## src/rtl/mem_16bits_to_fifo_64bits_result_if.sv

```systemverilog
// Bus bundle for the result-memory to 64-bit FIFO packer: control handshake,
// result-memory read port and FIFO write port.
interface mem_16bits_to_fifo_64bits_result_if;
    logic        start;
    logic        busy;
    logic        done;
    logic        mem_rd_en;
    logic [31:0] mem_rd_addr;
    logic [15:0] mem_rd_data;
    logic        fifo_wr_en;
    logic [63:0] fifo_wr_data;
    logic        fifo_full;

    modport slave (
        input  start,
        input  mem_rd_data,
        input  fifo_full,
        output busy,
        output done,
        output mem_rd_en,
        output mem_rd_addr,
        output fifo_wr_en,
        output fifo_wr_data
    );

    modport master (
        output start,
        output mem_rd_data,
        output fifo_full,
        input  busy,
        input  done,
        input  mem_rd_en,
        input  mem_rd_addr,
        input  fifo_wr_en,
        input  fifo_wr_data
    );
endinterface

```

## src/rtl/mem_16bits_to_fifo_64bits_result.sv

```systemverilog
// Reads NUM_WORDS 16-bit results from a synchronous memory and packs them,
// four per word (word 4k+i into lane i), into 64-bit FIFO pushes.
module mem_16bits_to_fifo_64bits_result #(
    parameter int NUM_WORDS = 43
) (
    input  logic                                clk,
    input  logic                                rst_n,
    mem_16bits_to_fifo_64bits_result_if.slave   bus
);
    localparam int CW = $clog2(NUM_WORDS + 1);

    localparam logic [2:0] S_IDLE = 3'd0;
    localparam logic [2:0] S_RD   = 3'd1;
    localparam logic [2:0] S_CAP  = 3'd2;
    localparam logic [2:0] S_PUSH = 3'd3;
    localparam logic [2:0] S_DONE = 3'd4;

    localparam logic [CW-1:0] LAST_IDX = CW'(NUM_WORDS - 1);
    localparam logic [CW-1:0] END_CNT  = CW'(NUM_WORDS);

    logic [2:0]    r_state;
    logic [CW-1:0] r_word_cnt;
    logic [1:0]    r_lane;
    logic [63:0]   r_data;
    logic          w_push;

    assign w_push = (r_state == S_PUSH) && !bus.fifo_full;

    always_ff @(posedge clk or negedge rst_n) begin
        if (!rst_n) begin
            r_state    <= S_IDLE;
            r_word_cnt <= '0;
            r_lane     <= 2'd0;
            r_data     <= 64'd0;
        end else begin
            case (r_state)
                S_IDLE: begin
                    if (bus.start) begin
                        r_state    <= S_RD;
                        r_word_cnt <= '0;
                        r_lane     <= 2'd0;
                        r_data     <= 64'd0;
                    end
                end
                S_RD: r_state <= S_CAP;
                S_CAP: begin
                    // Memory data is valid the cycle after the read strobe.
                    r_data[{r_lane, 4'b0000} +: 16] <= bus.mem_rd_data;
                    r_word_cnt <= r_word_cnt + 1'b1;
                    r_lane     <= r_lane + 2'd1;
                    if (r_lane == 2'd3 || r_word_cnt == LAST_IDX)
                        r_state <= S_PUSH;
                    else
                        r_state <= S_RD;
                end
                S_PUSH: begin
                    if (w_push) begin
                        r_data  <= 64'd0;
                        r_lane  <= 2'd0;
                        r_state <= (r_word_cnt == END_CNT) ? S_DONE : S_RD;
                    end
                end
                S_DONE:  r_state <= S_IDLE;
                default: r_state <= S_IDLE;
            endcase
        end
    end

    // busy covers the working states; it drops together with the done pulse.
    assign bus.busy         = (r_state == S_RD) || (r_state == S_CAP) || (r_state == S_PUSH);
    assign bus.done         = (r_state == S_DONE);
    assign bus.mem_rd_en    = (r_state == S_RD);
    assign bus.mem_rd_addr  = (r_state == S_RD) ? {{(32-CW){1'b0}}, r_word_cnt} : 32'd0;
    assign bus.fifo_wr_en   = w_push;
    assign bus.fifo_wr_data = r_data;
endmodule

```

## src/flat_wrapper.sv

```systemverilog
// flat-port wrapper written by rule: the top's interface ports become plain ports
module mem_16bits_to_fifo_64bits_result_flat 
#(
    parameter int NUM_WORDS = 43
)
  (clk, rst_n, bus_start, bus_mem_rd_data, bus_fifo_full, bus_busy, bus_done, bus_mem_rd_en, bus_mem_rd_addr, bus_fifo_wr_en, bus_fifo_wr_data);
  mem_16bits_to_fifo_64bits_result_if bus_i ();
  input  logic clk;
  input  logic rst_n;
  input wire logic [$bits(bus_i.start)-1:0] bus_start;
  input wire logic [$bits(bus_i.mem_rd_data)-1:0] bus_mem_rd_data;
  input wire logic [$bits(bus_i.fifo_full)-1:0] bus_fifo_full;
  output wire logic [$bits(bus_i.busy)-1:0] bus_busy;
  output wire logic [$bits(bus_i.done)-1:0] bus_done;
  output wire logic [$bits(bus_i.mem_rd_en)-1:0] bus_mem_rd_en;
  output wire logic [$bits(bus_i.mem_rd_addr)-1:0] bus_mem_rd_addr;
  output wire logic [$bits(bus_i.fifo_wr_en)-1:0] bus_fifo_wr_en;
  output wire logic [$bits(bus_i.fifo_wr_data)-1:0] bus_fifo_wr_data;
  assign bus_i.start = bus_start;
  assign bus_i.mem_rd_data = bus_mem_rd_data;
  assign bus_i.fifo_full = bus_fifo_full;
  assign bus_busy = bus_i.busy;
  assign bus_done = bus_i.done;
  assign bus_mem_rd_en = bus_i.mem_rd_en;
  assign bus_mem_rd_addr = bus_i.mem_rd_addr;
  assign bus_fifo_wr_en = bus_i.fifo_wr_en;
  assign bus_fifo_wr_data = bus_i.fifo_wr_data;
  mem_16bits_to_fifo_64bits_result #(.NUM_WORDS(NUM_WORDS)) u_core (.clk(clk), .rst_n(rst_n), .bus(bus_i));
endmodule
```

## config.mk

```make
export PLATFORM = sky130hd
export DESIGN_NAME = mem_16bits_to_fifo_64bits_result_flat
export DESIGN_NICKNAME = d
export VERILOG_FILES = /design/src/rtl/mem_16bits_to_fifo_64bits_result_if.sv /design/src/rtl/mem_16bits_to_fifo_64bits_result.sv /design/src/flat_wrapper.sv
export SDC_FILE = /design/constraint.sdc
export NUM_CORES = 1
export LEC_CHECK = 0
export CORE_ASPECT_RATIO = 0.8
export CORE_UTILIZATION = 41
export CTS_CLUSTER_DIAMETER = 100
export DETAILED_ROUTE_END_ITERATION = 6
export GPL_TIMING_DRIVEN = 0
export HOLD_SLACK_MARGIN = 0.08
export PLACE_DENSITY = 0.76
export SYNTH_ARGS = -nofsm -noshare
export SYNTH_HDL_FRONTEND = slang
export SYNTH_SLANG_ARGS = --single-unit
```

## constraint.sdc

```tcl
create_clock -name clk -period 1.6 [get_ports clk]
set_input_delay 0.32 -clock clk [delete_from_list [all_inputs] [get_ports clk]]
set_output_delay 0.32 -clock clk [all_outputs]
set_load 0.01 [all_outputs]
```

# Word-level counts from Yosys, hierarchy flattened
# Index checks and enable logic that the tools add are counted.
# word_totals
elab_cells,44
out_inout_bits,100
register_bits,75
input_bits,20
# classes
n_eq_ne,9
n_reduce_logical,11
n_shift,2
muxes,15
addsub,3
# ops
operator,n
one-hot mux 64 bit (3 select lines),1
2-to-1 mux 64 bit,2
bitwise mux 64 bit,1
variable shift 16 x 8 -> 64 bit (first input constant),1
indexed part select 16 x 8 -> 64 bit,1
equality test 6 bit (second input constant),2
2-to-1 mux 6 bit,2
one-hot mux 3 bit (4 select lines),1
one-hot mux 6 bit (2 select lines),1
2-to-1 mux 3 bit,3
negator 6 -> 8 bit,1
adder 6 x 1 -> 6 bit (second input constant),1
equality test 3 x 2 -> 1 bit (second input constant),2
2-to-1 mux 2 bit,3
one-hot mux 2 bit (3 select lines),1
!= test 2 bit (second input constant),2
AND reduction 2 bit,2
equality test 3 x 1 -> 1 bit (second input constant),1
equality test 3 bit (second input constant),1
zero test 3 bit,1
logical OR 1 bit,3
AND reduction 3 bit,1
nonzero test 3 bit,1
adder 2 x 1 -> 2 bit (second input constant),1
4 further kinds,4

# Longest topological paths before layout
# depth
depth_word,4
mapped_depth,7
depth_no_buf,5

# Worst setup path before layout
# Ideal clock, no wire load.
# synth_timing
path_kind,reg-to-reg
start,reg u_core.r_lane[0]
end,"reg u_core.r_data[38], in the netlist u_core.bus.fifo_wr_data[38]"
setup_slack_ns,0.008
synth_period_minus_slack_ns,1.592
n_path_buf,2
setup_time_ns,0.121
stages_incl_launch_ff,7
t_arrival_ns,1.470
path_cell_list,dfrtp_1 inv_1 ha_1 and4b_1 buf_6 buf_12 a32o_2
# synth_via
elab_chain_cells,4
# synth_lines
element,line,source
"start, declared",mem_16bits_to_fifo_64bits_result.sv:23,logic [1:0] r_lane;
"start signal, assigned",mem_16bits_to_fifo_64bits_result.sv:50,r_lane <= r_lane + 2'd1;
negator 6 -> 8 bit (*),mem_16bits_to_fifo_64bits_result.sv:48,"r_data[{r_lane, 4'b0000} +: 16] <= bus.mem_rd_data;"
indexed part select 16 x 8 -> 64 bit or variable shift 16 x 8 -> 64 bit (tied branches),mem_16bits_to_fifo_64bits_result.sv:48,
bitwise mux 64 bit (*),mem_16bits_to_fifo_64bits_result.sv:48,
one-hot mux 64 bit (3 select lines) (*),mem_16bits_to_fifo_64bits_result.sv:36,case (r_state)
"end signal, assigned by index",mem_16bits_to_fifo_64bits_result.sv:48,
"end, declared",mem_16bits_to_fifo_64bits_result.sv:24,logic [63:0] r_data;
# Every way passes the cells marked *; elsewhere a longest branch is shown, timed or not.
# A chain may end at the register's enable or synchronous reset.

# Worst setup path after layout
# layout_timing
start,reg u_core.r_state[2]
end,out bus_mem_rd_addr[0]
# layout_via
elab_chain_cells,2
# layout_lines
element,line,source
"start, declared",mem_16bits_to_fifo_64bits_result.sv:21,logic [2:0] r_state;
"start signal, assigned",mem_16bits_to_fifo_64bits_result.sv:60,r_state <= (r_word_cnt == END_CNT) ? S_DONE : S_RD;
equality test 3 x 1 -> 1 bit,mem_16bits_to_fifo_64bits_result.sv:73,"assign bus.mem_rd_addr = (r_state == S_RD) ? {{(32-CW){1'b0}}, r_word_cnt} : 32'd0;"
2-to-1 mux 6 bit,mem_16bits_to_fifo_64bits_result.sv:73,
"end, declared",flat_wrapper.sv:16,output wire logic [$bits(bus_i.mem_rd_addr)-1:0] bus_mem_rd_addr;
# Every way passes these cells.

==> metrics.txt <==
# TYPE chip_impl_metric gauge
chip_impl_metric{name="synth.mux.area_fraction",unit=""} 0.00961
chip_impl_metric{name="drt-pass1-iter-count",unit=""} 4
chip_impl_metric{name="final_area",unit="um^2"} 5450
chip_impl_metric{name="floorplan.die_area",unit="um^2"} 8950
chip_impl_metric{name="finish.cell_count_without_fillers",unit=""} 538
chip_impl_metric{name="finalSetupTns",unit="ps"} -586
chip_impl_metric{name="drc_violation_count_after_routing",unit=""} 0
chip_impl_metric{name="synth_async_sr_flop_share",unit=""} 1.00
chip_impl_metric{name="hold_crit_depth",unit=""} 1
chip_impl_info{name="synth_top_cell_by_area",value="sky130_fd_sc_hd__dfrtp_1"} 1
chip_impl_info{name="min_delay_worst_endpoint",value="u_core.bus.fifo_wr_data[49]"} 1
chip_impl_metric{name="layout-drive-gt1-share",unit=""} 0.349
chip_impl_metric{name="final_max_slew_viol_count",unit=""} 0
chip_impl_info{name="source_of_the_critical_timing_path",value="u_core.r_state[2]"} 1
chip_impl_info{name="worst_r2r_endpoint",value="u_core.bus.fifo_wr_data[37]"} 1
chip_impl_metric{name="yosys.area_share.xor_xnor",unit=""} 0
chip_impl_metric{name="pin_count_of_the_biggest_net_entering_global_routing",unit=""} 76
chip_impl_metric{name="vias",unit=""} 2929
chip_impl_metric{name="ir_drop",unit="mV"} 0.541
chip_impl_metric{name="number_of_warnings_printed_during_yosys_synthesis",unit=""} 0
chip_impl_info{name="cts_root_buf",value="sky130_fd_sc_hd__clkbuf_8"} 1
chip_impl_metric{name="route.detailed.wl_per_inst",unit="um"} 18.4
chip_impl_metric{name="clock_h_tree_levels",unit=""} 3
chip_impl_info{name="outcome",value="complete, but fails checks"} 1
chip_impl_info{name="worst_setup_path_end_kind",value="output pin"} 1
chip_impl_metric{name="power_leakage",unit="nW"} 3.35
chip_impl_metric{name="setup_ws_final",unit="ps"} -69.3
chip_impl_info{name="setup.worst_path.class",value="register to output pin"} 1
chip_impl_metric{name="yosys_register_bits",unit=""} 75
chip_impl_metric{name="synth.yosys.seq_area_share",unit=""} 0.534
chip_impl_metric{name="syn-cell-area",unit="um^2"} 3510
chip_impl_metric{name="nNetsFinal",unit=""} 453
chip_impl_info{name="min-delay-start",value="u_core.bus.fifo_wr_data[49]"} 1
chip_impl_metric{name="adder_cell_area_share_of_the_yosys_netlist",unit=""} 0.0249
chip_impl_info{name="failed_checks",value="negative setup slack"} 1
chip_impl_metric{name="synth_simple_gate_area_share",unit=""} 0.0790
chip_impl_metric{name="synth-edff-count",unit=""} 0
chip_impl_metric{name="routabilityCongestion",unit=""} 0.845
chip_impl_info{name="rsz0062_at_grt",value="yes"} 1
chip_impl_metric{name="placed_cells",unit=""} 489
chip_impl_metric{name="cp.arrival",unit="ps"} 1350
chip_impl_metric{name="clkSlewWorstSetupHoldPaths",unit="ps"} 70
chip_impl_metric{name="clock_skew",unit="ps"} 8.10
chip_impl_metric{name="synth.distinct_cells",unit=""} 43
chip_impl_metric{name="rows",unit=""} 29
chip_impl_metric{name="reg2reg_slack",unit="ps"} -20
chip_impl_metric{name="place_ws",unit="ps"} -516
chip_impl_metric{name="initial_utilization",unit=""} 0.432
chip_impl_metric{name="placement.cell_area",unit="um^2"} 4700
chip_impl_metric{name="crit_required",unit="ps"} 1280
chip_impl_metric{name="global_route_wire_length_before_repair",unit="um"} 14900
chip_impl_metric{name="floorplan.io_pins",unit=""} 120
chip_impl_metric{name="finalCritPeriodShare",unit=""} 1.04
chip_impl_info{name="yosys-top-cells-area",value="sky130_fd_sc_hd__dfrtp_1 (53%), sky130_fd_sc_hd__a32o_1 (15%), sky130_fd_sc_hd__buf_4 (7.3%)"} 1
chip_impl_metric{name="final_hold_slack",unit="ps"} 524
chip_impl_metric{name="drt-total-wl",unit="um"} 9910
chip_impl_metric{name="tritoncts.num_buffers",unit=""} 9
chip_impl_info{name="yosys.cell_count.top_type",value="sky130_fd_sc_hd__dfrtp_1"} 1
chip_impl_metric{name="syn_area_per_cell",unit="um^2"} 13.4
chip_impl_metric{name="worstRegToRegCells",unit=""} 6
chip_impl_metric{name="max_freq",unit="MHz"} 599
chip_impl_info{name="min-delay-path-class",value="register to register"} 1
chip_impl_metric{name="insertedDiodeCount",unit=""} 0
chip_impl_metric{name="synthDominantCellAreaShare",unit=""} 0.534
chip_impl_info{name="source_of_the_worst_register_to_register_timing_path",value="u_core.r_lane[0]"} 1
chip_impl_metric{name="io_buffer_count",unit=""} 93
chip_impl_info{name="clock_tree_from_tritoncts",value="done"} 1
chip_impl_metric{name="cts-root-to-sink-buffers",unit=""} 2
chip_impl_metric{name="grt_overflow",unit=""} 0
chip_impl_metric{name="antenna_violating_nets_post_route",unit=""} 0
chip_impl_metric{name="height_of_the_die",unit="um"} 84.8
chip_impl_metric{name="worst-path-max-fanout",unit=""} 7
chip_impl_metric{name="finalSetupViolCount",unit=""} 22
chip_impl_metric{name="synthToLayoutAreaGrowth",unit="%"} 55.0
chip_impl_metric{name="track_usage",unit=""} 0.218
chip_impl_metric{name="grt_pass1_vias",unit=""} 2845
chip_impl_metric{name="antenna_found_initial",unit=""} 0
chip_impl_metric{name="clock_sinks",unit=""} 75
chip_impl_metric{name="vias_per_cell",unit=""} 5.44
chip_impl_info{name="cp-start-kind",value="register"} 1
chip_impl_info{name="postSynth.topFlopCell",value="sky130_fd_sc_hd__dfrtp_1"} 1
chip_impl_metric{name="syn_inst",unit=""} 262
chip_impl_info{name="synth_top_family_by_area",value="compound AO/OA/AOI/OAI gates"} 1
chip_impl_metric{name="power_density",unit="nW/um^2"} 1230
chip_impl_metric{name="detailed_place_hpwl",unit="um"} 6380
chip_impl_metric{name="first_iter_violations",unit=""} 163
chip_impl_metric{name="fp.dieW",unit="um"} 106
chip_impl_metric{name="fraction_of_the_mapped_netlist_area_in_compound_gates",unit=""} 0.237
chip_impl_info{name="synth_common_cells",value="sky130_fd_sc_hd__dfrtp_1 (75), sky130_fd_sc_hd__a32o_1 (54), sky130_fd_sc_hd__buf_4 (34), sky130_fd_sc_hd__a32o_2 (10), sky130_fd_sc_hd__buf_2 (8)"} 1
chip_impl_metric{name="worst_skew_pair.late_latency",unit="ps"} 350
chip_impl_metric{name="timing.final.crit_period",unit="ps"} 1670
chip_impl_metric{name="finalHoldViolations",unit=""} 0
chip_impl_metric{name="maxCapViolations",unit=""} 0
chip_impl_metric{name="fp.coreArea",unit="um^2"} 8130
cell type report:
| class | instances | area, um^2 |
|---|---|---|
| clock inverters | 6 | 42.5 |
| fillers | 629 | 2680 |
| repair buffers | 130 | 1360 |
| well taps | 108 | 135 |
| clock buffers | 9 | 124 |
| plain buffers | 47 | 442 |
| inverters | 5 | 21.3 |
| flip-flops and latches | 75 | 1880 |
| multi-input cells | 158 | 1450 |
cell families after synthesis:
| family | after synthesis |
|---|---|
| AO/OA/AOI/OAI | 83 |
| buffers and inverters | 54 |
| AND/OR/NAND/NOR | 39 |
| adder cells (fa/ha/maj) | 7 |
| other | 1 |
| flip-flops | 75 |
| multiplexers | 3 |
how the worst max path moves through the flow:
stage / end / slack [ps] / cells after the start
floorplan: u_core.bus.fifo_wr_data[38] / 8 / 6
global placement: u_core.bus.fifo_wr_data[56] / -2290 / 1
detailed placement: bus_fifo_wr_en / -520 / 5
CTS: bus_fifo_wr_en / -110 / 5
global route: bus_mem_rd_addr[0] / -110 / 4
finish: bus_mem_rd_addr[0] / -70 / 4
flip-flops by register name, indices dropped and copies added (netlist names):
signal / flops
u_core.r_lane: 2
u_core.r_word_cnt: 6
u_core.r_state: 3
u_core.bus.fifo_wr_data: 64
power by group:
group          switching, mW  total, mW  internal, mW
clock                  0.701       1.26         0.556
sequential             0.246       2.44          2.20
combinational           1.45       3.01          1.56
layout by cell type, fill, tap and decap left out, types with 4 or more instances in the layout:
| master | Yosys | final |
|---|---|---|
| sky130_fd_sc_hd__o21ai_4 | 3 | 4 |
| sky130_fd_sc_hd__nor2_1 | 5 | 4 |
| sky130_fd_sc_hd__dlygate4sd2_1 | 0 | 5 |
| sky130_fd_sc_hd__a32o_1 | 54 | 54 |
| sky130_fd_sc_hd__and3_4 | 0 | 4 |
| sky130_fd_sc_hd__clkdlybuf4s50_1 | 0 | 32 |
| sky130_fd_sc_hd__conb_1 | 1 | 26 |
| sky130_fd_sc_hd__a32o_2 | 10 | 10 |
| sky130_fd_sc_hd__buf_2 | 8 | 7 |
| sky130_fd_sc_hd__buf_6 | 6 | 27 |
| sky130_fd_sc_hd__dfrtp_1 | 75 | 72 |
| sky130_fd_sc_hd__dlymetal6s2s_1 | 0 | 45 |
| sky130_fd_sc_hd__buf_4 | 34 | 54 |
| sky130_fd_sc_hd__clkbuf_8 | 0 | 9 |
| sky130_fd_sc_hd__a22o_1 | 5 | 5 |
routing by layer:
| layer | global-route usage | vias to the layer above | routed length, um |
|---|---|---|---|
| met2 | 0.358 | 125 | 4750 |
| met3 | 0.0515 | 8 | 742 |
| met1 | 0.292 | 1489 | 4330 |
| met5 | 0 | - | 0 |
| li1 | - | 1307 | - |
| met4 | 0.0568 | 0 | 85 |
repair_timing:
action	CTS	global route
setup buffers	18	14
hold buffers	1	0
cloned	1	2
endpoints found under the hold margin	75	0
pin swaps	8	8
gates resized for setup	75	82
setup endpoints to repair	66	114
critical path: stages (launching register included):
cell                      delay [ps]
sky130_fd_sc_hd__dfrtp_2         460
sky130_fd_sc_hd__nor2_4          130
sky130_fd_sc_hd__buf_6           140
sky130_fd_sc_hd__and3_4          190
sky130_fd_sc_hd__buf_6           100
metrics by stage:
stage               power (mW)   util
floorplan                 3.74      -
finish                    6.71  0.670
detailed placement        4.78  0.578
global placement          4.71  0.575
global route              7.06  0.670
CTS                       6.43  0.625
No activity file was read; power rests on OpenSTA's default activity.
